[src/rtl/cpu_types_pkg.sv]
// Shared CPU-side types: RAM handshake states, data words and the
// RAM arbiter's grant states.
package cpu_types_pkg;

  typedef logic [31:0] word_t;

  typedef enum logic [1:0] {FREE, BUSY, ACCESS, ERROR} ramstate_t;

  typedef enum logic [1:0] {IDLE, DATA, INSTR} arb_state_t;

endpackage

[src/rtl/ram_arbiter.sv]
// Single-port RAM arbiter: bus-controller data port vs two icache fetch ports.
// One grant at a time, held until ACCESS; data bursts are capped while a fetch waits.
module ram_arbiter
  import cpu_types_pkg::*;
#(
  parameter int DATA_BURST = 2
) (
  input  logic         CLK,
  input  logic         RST,
  input  logic         dREN,
  input  logic         dWEN,
  input  word_t        daddr,
  input  word_t        dstore,
  output word_t        dload,
  output logic         dwait,
  input  logic [1:0]   iREN,
  input  word_t [1:0]  iaddr,
  output word_t [1:0]  iload,
  output logic [1:0]   iwait,
  output logic         ramREN,
  output logic         ramWEN,
  output word_t        ramaddr,
  output word_t        ramstore,
  input  word_t        ramload,
  input  ramstate_t    ramstate,
  output logic         ram_err
);

  localparam int SW = $clog2(DATA_BURST + 1);
  localparam logic [SW-1:0] BURST = SW'(DATA_BURST);

  arb_state_t    state;
  logic          gcore;
  logic          rr_last;
  logic [SW-1:0] streak;
  logic          d_req;
  logic          ack;

  assign d_req = dREN | dWEN;
  assign ack   = (ramstate == ACCESS);

  // Tie goes to the core that was not served last.
  function automatic logic pick_core(input logic [1:0] req, input logic last);
    if (req == 2'b11) return ~last;
    return req[1];
  endfunction

  always_ff @(posedge CLK or posedge RST) begin
    if (RST) begin
      state   <= IDLE;
      gcore   <= 1'b0;
      rr_last <= 1'b1;
      streak  <= '0;
      ram_err <= 1'b0;
    end else begin
      if (state != IDLE && ramstate == ERROR) ram_err <= 1'b1;
      case (state)
        IDLE: begin
          if (d_req && (streak < BURST || iREN == 2'b00)) begin
            state <= DATA;
            // Saturate so an idle fetch side cannot wrap the count.
            if (streak != BURST) streak <= streak + 1'b1;
          end else if (|iREN) begin
            state  <= INSTR;
            streak <= '0;
            gcore  <= pick_core(iREN, rr_last);
          end
        end
        DATA: begin
          if (ack || !d_req) state <= IDLE;
        end
        INSTR: begin
          if (ack) begin
            state   <= IDLE;
            rr_last <= gcore;
          end else if (!iREN[gcore]) begin
            state <= IDLE;
          end
        end
        default: state <= IDLE;
      endcase
    end
  end

  always_comb begin
    ramREN   = 1'b0;
    ramWEN   = 1'b0;
    ramaddr  = '0;
    ramstore = '0;
    dload    = '0;
    dwait    = 1'b1;
    iload    = '0;
    iwait    = 2'b11;
    case (state)
      DATA: begin
        ramaddr  = daddr;
        ramstore = dstore;
        ramWEN   = dWEN;
        ramREN   = ~dWEN;
        if (ack) begin
          dwait = 1'b0;
          dload = ramload;
        end
      end
      INSTR: begin
        ramREN  = 1'b1;
        ramaddr = iaddr[gcore];
        if (ack) begin
          iwait[gcore] = 1'b0;
          iload[gcore] = ramload;
        end
      end
      default: ;
    endcase
  end

endmodule

[config.mk]
export PLATFORM = sky130hd
export DESIGN_NAME = ram_arbiter
export DESIGN_NICKNAME = d
export VERILOG_FILES = /design/src/rtl/cpu_types_pkg.sv /design/src/rtl/ram_arbiter.sv
export SDC_FILE = /design/constraint.sdc
export NUM_CORES = 1
export LEC_CHECK = 0
export CELL_PAD_IN_SITES_DETAIL_PLACEMENT = 0
export CELL_PAD_IN_SITES_GLOBAL_PLACEMENT = 2
export CORE_ASPECT_RATIO = 0.8
export CORE_MARGIN = 8
export CORE_UTILIZATION = 10
export CTS_CLUSTER_SIZE = 14
export DETAILED_ROUTE_END_ITERATION = 8
export PLACE_DENSITY = 0.81
export SKIP_LAST_GASP = 1
export SLEW_MARGIN = 5
export SYNTH_ARGS = -nofsm -noshare
export SYNTH_HDL_FRONTEND = slang
export SYNTH_SLANG_ARGS = --single-unit
[constraint.sdc]
create_clock -name CLK -period 4.76 [get_ports CLK]
set_input_delay 1.19 -clock CLK [delete_from_list [all_inputs] [get_ports CLK]]
set_output_delay 1.19 -clock CLK [all_outputs]
set_load 0.01 [all_outputs]
# After elaboration in Yosys (flattened, before gate mapping)

Index checks and enable logic that the tools add are counted.

Register bits after elaboration: 7
Latch bits: 0
RAM bits: 0
Bits in read-only memories: 0
Memories kept: 0

$add $sub $neg: 1
$mul: 0
Div/mod/pow operators: 0
Order comparisons: 3
Equality and inequality tests: 10
Shifts and indexed selects: 0
Multiplexer cells: 35
Bitwise gates (word level): 6
Reductions and logical operators: 15

Operator list:

| cell                  | count |
|---|---|
| $mux W32              | 6 |
| $mux W64              | 2 |
| $and A64 B64 Y64      | 1 |
| $pmux W32 S2          | 1 |
| $demux W32 S1         | 1 |
| $mux W2               | 10 |
| $mux W1               | 12 |
| $reduce_and A3 Y1     | 3 |
| $eq A2 B2 Y1 const B  | 4 |
| $ne A3 B3 Y1 const B  | 2 |
| $pmux W2 S3           | 1 |
| $logic_not A2 Y1      | 2 |
| $ne A2 B2 Y1 const B  | 2 |
| $reduce_bool A2 Y1    | 2 |
| $logic_and A1 B1 Y1   | 3 |
| $not A1 Y1            | 3 |
| $add A2 B1 Y2 const B | 1 |
| $eq A2 B1 Y1 const B  | 1 |
| $logic_or A1 B1 Y1    | 2 |
| $lt A1 B2 Y1 const B  | 1 |
| $lt A2 B2 Y1 const B  | 1 |
| $ne A2 B1 Y1 const B  | 1 |
| $not A2 Y2            | 1 |
| $pmux W1 S2           | 1 |
| 6 further kinds       | 6 |

# Logic depth before layout (Yosys ltp)

Gate-level depths: netlist (run 1).

Depth in word-level cells: 7
Mapped depth: 7
Depth with buffers taken out: 5

# Worst setup path after synthesis (run 1)

Ideal clock, no wire load.

Kind: input to output
Start: in ramstate[1]
End: out iload[10] (netlist name)
Arrival time: 1,932 ps
Setup slack: 1,638 ps
Stages on the path: 5
Cell sequence: nor2b_4 -> nand2_1 -> nor2_2 -> clkbuf_2 -> and2_1

RTL lines:

| what        | RTL line          | text |
|---|---|---|
| from (decl) | ram_arbiter.sv:25 | `input ramstate_t ramstate,` |
| to (decl)   | ram_arbiter.sv:18 | `output word_t [1:0] iload,` |

==> impl_metrics.json, run 1 <==
{
  "status": "completed",
  "die_w_um": 184,
  "finalCoreUtilization": 0.267,
  "grt_max_degree": 42,
  "powerDensity_mw_per_mm2": 285,
  "rsz0062_at_grt": "false",
  "hp-class": "reg2reg",
  "vias": 3340,
  "post_drt_via_cell_ratio": 3.59,
  "synth-xor-area-share": 0,
  "grt_pass1_wl_um": 21700,
  "clock_path_buffers": 2,
  "synth_compound_area_frac": 0.153,
  "grt_pass1_vias": 3482,
  "design.core.area_mm2": 0.0223,
  "synth_top_family_by_area": "simple AND/OR/NAND/NOR gates",
  "wirelength_um": 15200,
  "cts_buffers": 3,
  "slew-limit-headroom": 0.463,
  "tns_ns": 0,
  "cp.arrival_ns": 3.01,
  "ctsResizeCount": 0,
  "portBuffers": 333,
  "cp-end-kind": "output pin",
  "hold_violations": 0,
  "cts_tree": "yes",
  "worst_ir_drop_vdd_uv": 157,
  "regToRegStartpoint": "state[1]",
  "boundaryPins": 334,
  "wl_per_cell_um": 16.4,
  "crit_type": "in2out",
  "netlist_area_mm2": 0.00226,
  "synth_seq_cells": 7,
  "clock_latency_ns": 0.23,
  "fin_hold_ws_ns": 0.466,
  "clockRootBuffer": "clkbuf_16",
  "clock-sinks": 7,
  "finalCritPeriodShare": 0.883,
  "hold_end": "rr_last",
  "synthSimpleGateAreaFrac": 0.498,
  "cap_violations": 0,
  "antenna_left": 0,
  "setup_viol_count_final": 0,
  "first_pass_iters": 4,
  "worstMarginPinSlew_ns": 0.806,
  "crit_family": "buffers and inverters",
  "post_cts_buffers": 0,
  "max_stage_delay_ns": 0.54,
  "cts.clk_slew.worst_paths_ns": 0.04,
  "r2r_slack_ns": 2.69,
  "grt_overflow": 0,
  "drv_slew": 0,
  "cpMaxStageDelayCell": "clkdlybuf4s50_1",
  "fin_worst_skew_ns": 0.000576,
  "muxShareOfSynthArea": 0.166,
  "crit_fanout": 33,
  "hold_depth": 2,
  "synth-seq-area-share": 0.0782,
  "rows": 49,
  "synthAdderAreaFrac": 0.0222,
  "nFillCells": 2442,
  "cp-start-kind": "input pin",
  "synth_cells": 311,
  "fp.dieH_um": 150,
  "r2r_cells": 6,
  "dp_hpwl_um": 12700,
  "syn_area_per_cell_um2": 7.26,
  "drive_above_1_share": 0.0849,
  "antenna_cells": 0,
  "hold_start": "rr_last",
  "fin_crit_ns": 4.20,
  "cts.htree.levels": 1,
  "worst-path-buf-inv": 3,
  "syn_nets": 483,
  "drtIter0Drc": 86,
  "crit_chain": "clkdlybuf4s50_1 > nor2b_4 > nand2_1 > nor2_2 > buf_4 > and2_1 > clkdlybuf4s50_1",
  "synthToLayoutAreaGrowth_pct": 164,
  "r2r-end": "state[1]",
  "layout_common_cells": "clkdlybuf4s50_1 (333), and2_1 (97), nor2b_1 (33)",
  "ys_types": 33,
  "layout_commonest_cell": "clkdlybuf4s50_1",
  "final_nets": 797,
  "crit_top_cell": "clkdlybuf4s50_1",
  "die_area_mm2": 0.0277,
  "cp.depth": 7,
  "hold_buffers": 0,
  "max_freq_mhz": 238,
  "track_usage": 0.0981,
  "yosysWarnings": 0,
  "cellLeakagePower_nw": 2.21,
  "globalplace.congestion": 0.761,
  "antenna_found_initial": 0,
  "drc_errors": 0,
  "start_util": 0.101,
  "crit_required_ns": 3.57
}
[worst register-to-register path, cell delays in order, from the launching register on]
cell and delay (ns):
dfrtp_1 0.39, inv_1 0.09, ha_2 0.63, buf_4 0.31, nand2_1 0.09, o21a_1 0.20, a32o_1 0.25
[per-layer routing]
| layer | up-vias | global-route usage | wire (um) |
|---|---|---|---|
| li1 | 1688 | - | - |
| met1 | 1515 | 0.121 | 6490 |
| met2 | 135 | 0.174 | 7560 |
| met3 | 2 | 0.0294 | 1180 |
| met4 | 0 | 0.00242 | 6 |
| met5 | - | 0 | 0 |
[synth_stat cells]
| cell type | count | area (um^2) |
|---|---|---|
| nand3_2 | 1 | 10.0 |
| o2bb2ai_1 | 1 | 8.76 |
| o21bai_1 | 1 | 7.51 |
| buf_2 | 5 | 25.0 |
| buf_6 | 3 | 33.8 |
| a22oi_1 | 32 | 240 |
| a22o_1 | 1 | 8.76 |
| inv_1 | 6 | 22.5 |
| dfstp_2 | 1 | 26.3 |
| o21a_1 | 3 | 22.5 |
| ha_1 | 4 | 50.1 |
| o21ai_0 | 3 | 15.0 |
| nor2b_4 | 1 | 13.8 |
| buf_1 | 5 | 18.8 |
| and3_1 | 32 | 200 |
| nand2_1 | 8 | 30.0 |
| and2_1 | 97 | 607 |
| a32o_1 | 2 | 20.0 |
| clkbuf_8 | 1 | 13.8 |
| or2_2 | 1 | 6.26 |
| mux2_4 | 1 | 15.0 |
| nor2_1 | 3 | 11.3 |
| nand2b_1 | 1 | 6.26 |
| mux2_2 | 32 | 360 |
| o211ai_1 | 1 | 7.51 |
| and3_4 | 1 | 11.3 |
| clkbuf_1 | 14 | 52.6 |
| a21oi_1 | 3 | 15.0 |
| dfrtp_1 | 6 | 150 |
| nand3_1 | 3 | 15.0 |
| nor2_2 | 1 | 6.26 |
| nor2b_1 | 33 | 206 |
| clkbuf_2 | 4 | 20.0 |
[kinds of logic after synthesis]
logic type,after synthesis
flip-flops,7
adder cells (fa/ha/maj),4
multiplexers,33
buffers and inverters,38
AO/OA/AOI/OAI,47
AND/OR/NAND/NOR,182
[per-stage QoR]
stage | total power, W | cell area (um^2) | worst slack [ns] | cells
finish | 0.00170 | 5970 | 0.557 | 930
global route | 0.00184 | 5970 | 0.406 | 930
global placement | 0.00161 | 5890 | 0.559 | 926
CTS | 0.00175 | 5970 | 0.545 | 930
floorplan | 0.000889 | 2260 | 1.64 | 311
detailed placement | 0.00160 | 5890 | 0.553 | 926
[flip-flops by register name, summed over array words and instances (netlist names)]
register,cells
streak,2
ram_err,1
rr_last,1
gcore,1
state,2
[power breakdown]
group	internal (W)	total (W)	leakage (nW)	switching, W
sequential	0.0000869	0.000161	0.0805	0.0000736
clock	0.000111	0.000141	0.0382	0.0000293
combinational	0.000799	0.00140	2.09	0.000603
[how the worst max path moves through the flow]
stage | from | to | slack, ns
detailed placement | ramstate[1] | iload[43] | 0.55
global route | ramstate[1] | iload[26] | 0.41
global placement | ramstate[1] | iload[24] | 0.56
CTS | ramstate[1] | iload[43] | 0.54
floorplan | ramstate[1] | iload[10] | 1.64
finish | ramstate[1] | iload[8] | 0.56
[layout make-up]
type	instances	area, um^2	area share
Clock buffer	4	78.8	0.0132
Inverter	6	22.5	0.00377
Multi-Input combinational cell	266	1900	0.318
Sequential cell	7	178	0.0298
Tap cell	306	383	0.0642
Timing Repair Buffer	341	3410	0.571
Power figures use the tool's default switching activity.
==> run 2, diff against run 1 <==
--- a/config.mk
+++ b/config.mk
@@ -5,6 +5,7 @@
 export SDC_FILE = /design/constraint.sdc
 export NUM_CORES = 1
 export LEC_CHECK = 0
+export ABC_AREA = 1
 export CELL_PAD_IN_SITES_DETAIL_PLACEMENT = 0
 export CELL_PAD_IN_SITES_GLOBAL_PLACEMENT = 2
 export CORE_ASPECT_RATIO = 0.8
@@ -12,7 +13,7 @@
 export CORE_UTILIZATION = 10
 export CTS_CLUSTER_SIZE = 14
 export DETAILED_ROUTE_END_ITERATION = 8
-export PLACE_DENSITY = 0.81
+export PLACE_DENSITY = 0.95
 export SKIP_LAST_GASP = 1
 export SLEW_MARGIN = 5
 export SYNTH_ARGS = -nofsm -noshare
==> impl_metrics.json, run 2 <==
{
  "highest-signal-layer": "met4",
  "portBuffers": 333,
  "hold_violations": 0,
  "cts.htree.levels": 1,
  "drc_errors": 0,
  "synth_edf_count": 0,
  "cap_violations": 0,
  "globalplace.congestion": 0.799,
  "clock-sinks": 7,
  "start_util": 0.101,
  "clock_latency_ns": 0.24,
  "cellLeakagePower_nw": 2.54,
  "antenna_found_initial": 0,
  "rows": 48,
  "cts.clk_slew.worst_paths_ns": 0.04,
  "p_total_w": 0.00167,
  "worstMarginPinSlew_ns": 1.06,
  "met3WireLength_um": 1000,
  "yosysWarnings": 0,
  "crit_top_cell": "clkdlybuf4s50_1",
  "cts_tree": "yes",
  "ctsResizeCount": 0,
  "worst_ir_drop_vdd_uv": 187,
  "drv_slew": 0,
  "netlist_area_mm2": 0.00215,
  "post_drt_via_cell_ratio": 3.61,
  "yosysMostFrequentCell": "nor2_1",
  "dp_hpwl_um": 12800,
  "synthTopCellsByArea": "nor2_1 (26%), nand2_1 (15%), inv_1 (13%), a21oi_1 (8.2%), dfrtp_1 (7.0%)",
  "tns_ns": 0,
  "die_w_um": 180,
  "dp_worst_setup_slack_ns": 0.621,
  "max_stage_delay_ns": 0.57,
  "grt_pass1_wl_um": 23000,
  "reg_top3": "state (2), streak (2)",
  "fp.dieH_um": 147,
  "crit_required_ns": 3.57,
  "worst-path-buf-inv": 4,
  "fin_ws_ns": 0.624,
  "synthTopCellsByCount": "nor2_1 (150), nand2_1 (86), inv_1 (75), a21oi_1 (35), o21ai_1 (29)",
  "grt_pass1_vias": 3822,
  "synth_top_area_frac": 0.262,
  "fin_crit_ns": 4.14,
  "drive_above_1_share": 0.0506,
  "boundaryPins": 334,
  "die_area_mm2": 0.0264,
  "wirelength_um": 15200,
  "nFillCells": 2375,
  "synth_ff_type": "dfrtp_1",
  "syn_area_per_cell_um2": 4.73,
  "layout_common_cells": "clkdlybuf4s50_1 (333), nor2_1 (150), nand2_1 (86)",
  "crit_chain": "clkdlybuf4s50_1 > nand2_2 > inv_2 > nand2_1 > buf_4 > nor2_1 > clkdlybuf4s50_1",
  "hp-class": "reg2reg",
  "wl_met1_um": 6340,
  "layout_commonest_cell": "clkdlybuf4s50_1",
  "powerDensity_mw_per_mm2": 289,
  "drtIter0Drc": 127,
  "wl_per_cell_um": 14.5,
  "r2r_slack_ns": 2.87,
  "synth-async-reset-ratio": 1.00,
  "fin_hold_ws_ns": 0.462,
  "cp.arrival_ns": 2.95,
  "synth_cells": 454,
  "crit_fanout": 33,
  "hold_buffers": 0,
  "fin_worst_skew_ns": 0.00573,
  "max_freq_mhz": 242,
  "crit_family": "buffers and inverters",
  "first_pass_iters": 4,
  "rsz0062_at_grt": "false",
  "ys_types": 21,
  "grt_max_degree": 35,
  "clockRootBuffer": "clkbuf_16",
  "synth-seq-area-share": 0.0822,
  "cpMaxStageDelayCell": "clkdlybuf4s50_1",
  "cp-start-kind": "input pin",
  "vias": 3772,
  "status": "completed",
  "regToRegStartpoint": "gcore",
  "design.core.area_mm2": 0.0213,
  "yosysTopAreaCell": "nor2_1",
  "hold_start": "ram_err",
  "worstSetupStartpoint": "ramstate[1]",
  "final_area_mm2": 0.00579,
  "met2_length_um": 7740,
  "cts_buffers": 3,
  "track_usage": 0.107,
  "syn_nets": 626,
  "post_cts_buffers": 0,
  "synthToLayoutAreaGrowth_pct": 170,
  "antenna_cells": 0,
  "finalCritPeriodShare": 0.869,
  "clock_path_buffers": 2,
  "crit_type": "in2out",
  "setup_viol_count_final": 0,
  "antenna_left": 0,
  "final_nets": 944,
  "synth_seq_cells": 7,
  "cp-end-kind": "output pin",
  "place_area_mm2": 0.00571,
  "slew-limit-headroom": 0.294,
  "grt_overflow": 0
}
==> run 2: changes by cell type after synthesis, moves of 33 or more <==
| cell | previous run | this run |
|---|---|---|
| nor2_1 | 3 | 150 |
| and2_1 | 97 | 0 |
| nand2_1 | 8 | 86 |
| inv_1 | 6 | 75 |
| nor2b_1 | 33 | 0 |
==> run 2: worst paths after layout <==
kind,endpoint,depth (start not counted)
max in group asynchronous,rr_last,2
worst max-delay path,dload[21],7
worst min-delay path,ram_err,1
worst max register to register,state[1],8
min in group asynchronous,gcore,2
worst min register to register,ram_err,1
==> run 2: worst register-to-register path, cell delays in order, from the launching register on <==
cell and delay (ns):
dfrtp_1 0.44, buf_4 0.26, inv_2 0.52, nand2_1 0.11
nand2_1 0.11, nand3_1 0.12, nand3_1 0.12, nand2_1 0.06
nand2_1 0.07
==> run 2: per-layer routing <==
metal	vias up	GRT usage
li1	1975	-
met1	1638	0.124
met2	153	0.198
met3	6	0.0259
met4	0	0.0187
met5	-	0
==> run 2: final cells by class <==
cell class                 instances  area [um^2]  share of cell area
multi-input combinational        339         1470               0.254
inverter                          79          297              0.0512
timing repair buffer             342         3430               0.591
clock inverter                     1         5.00            0.000864
tap                              275          344              0.0594
clock buffer                       3         75.1              0.0130
sequential                         7          176              0.0305
==> run 2: report_power, final <==
| part | total [W] | internal [W] | switching, W |
|---|---|---|---|
| Clock | 0.000147 | 0.000111 | 0.0000363 |
| Sequential | 0.000109 | 0.0000862 | 0.0000228 |
| Combinational | 0.00142 | 0.000655 | 0.000762 |
==> run 2: logic make-up (layout without fill, tap and decap cells) <==
logic type | count (synthesis) | in the layout | synth area share
flops | 7 | 7 | 0.0822
fa+ha+maj | 4 | 4 | 0.0233
simple gates | 265 | 265 | 0.494
buf+inv | 108 | 425 | 0.234
compound gates | 70 | 70 | 0.167
==> run 2: metrics by stage <==
step	utilization	std cells
after floorplan	-	454
after global placement	0.268	1042
after detailed placement	0.268	1042
after CTS	0.272	1046
after global routing	0.272	1046
final	0.272	1046
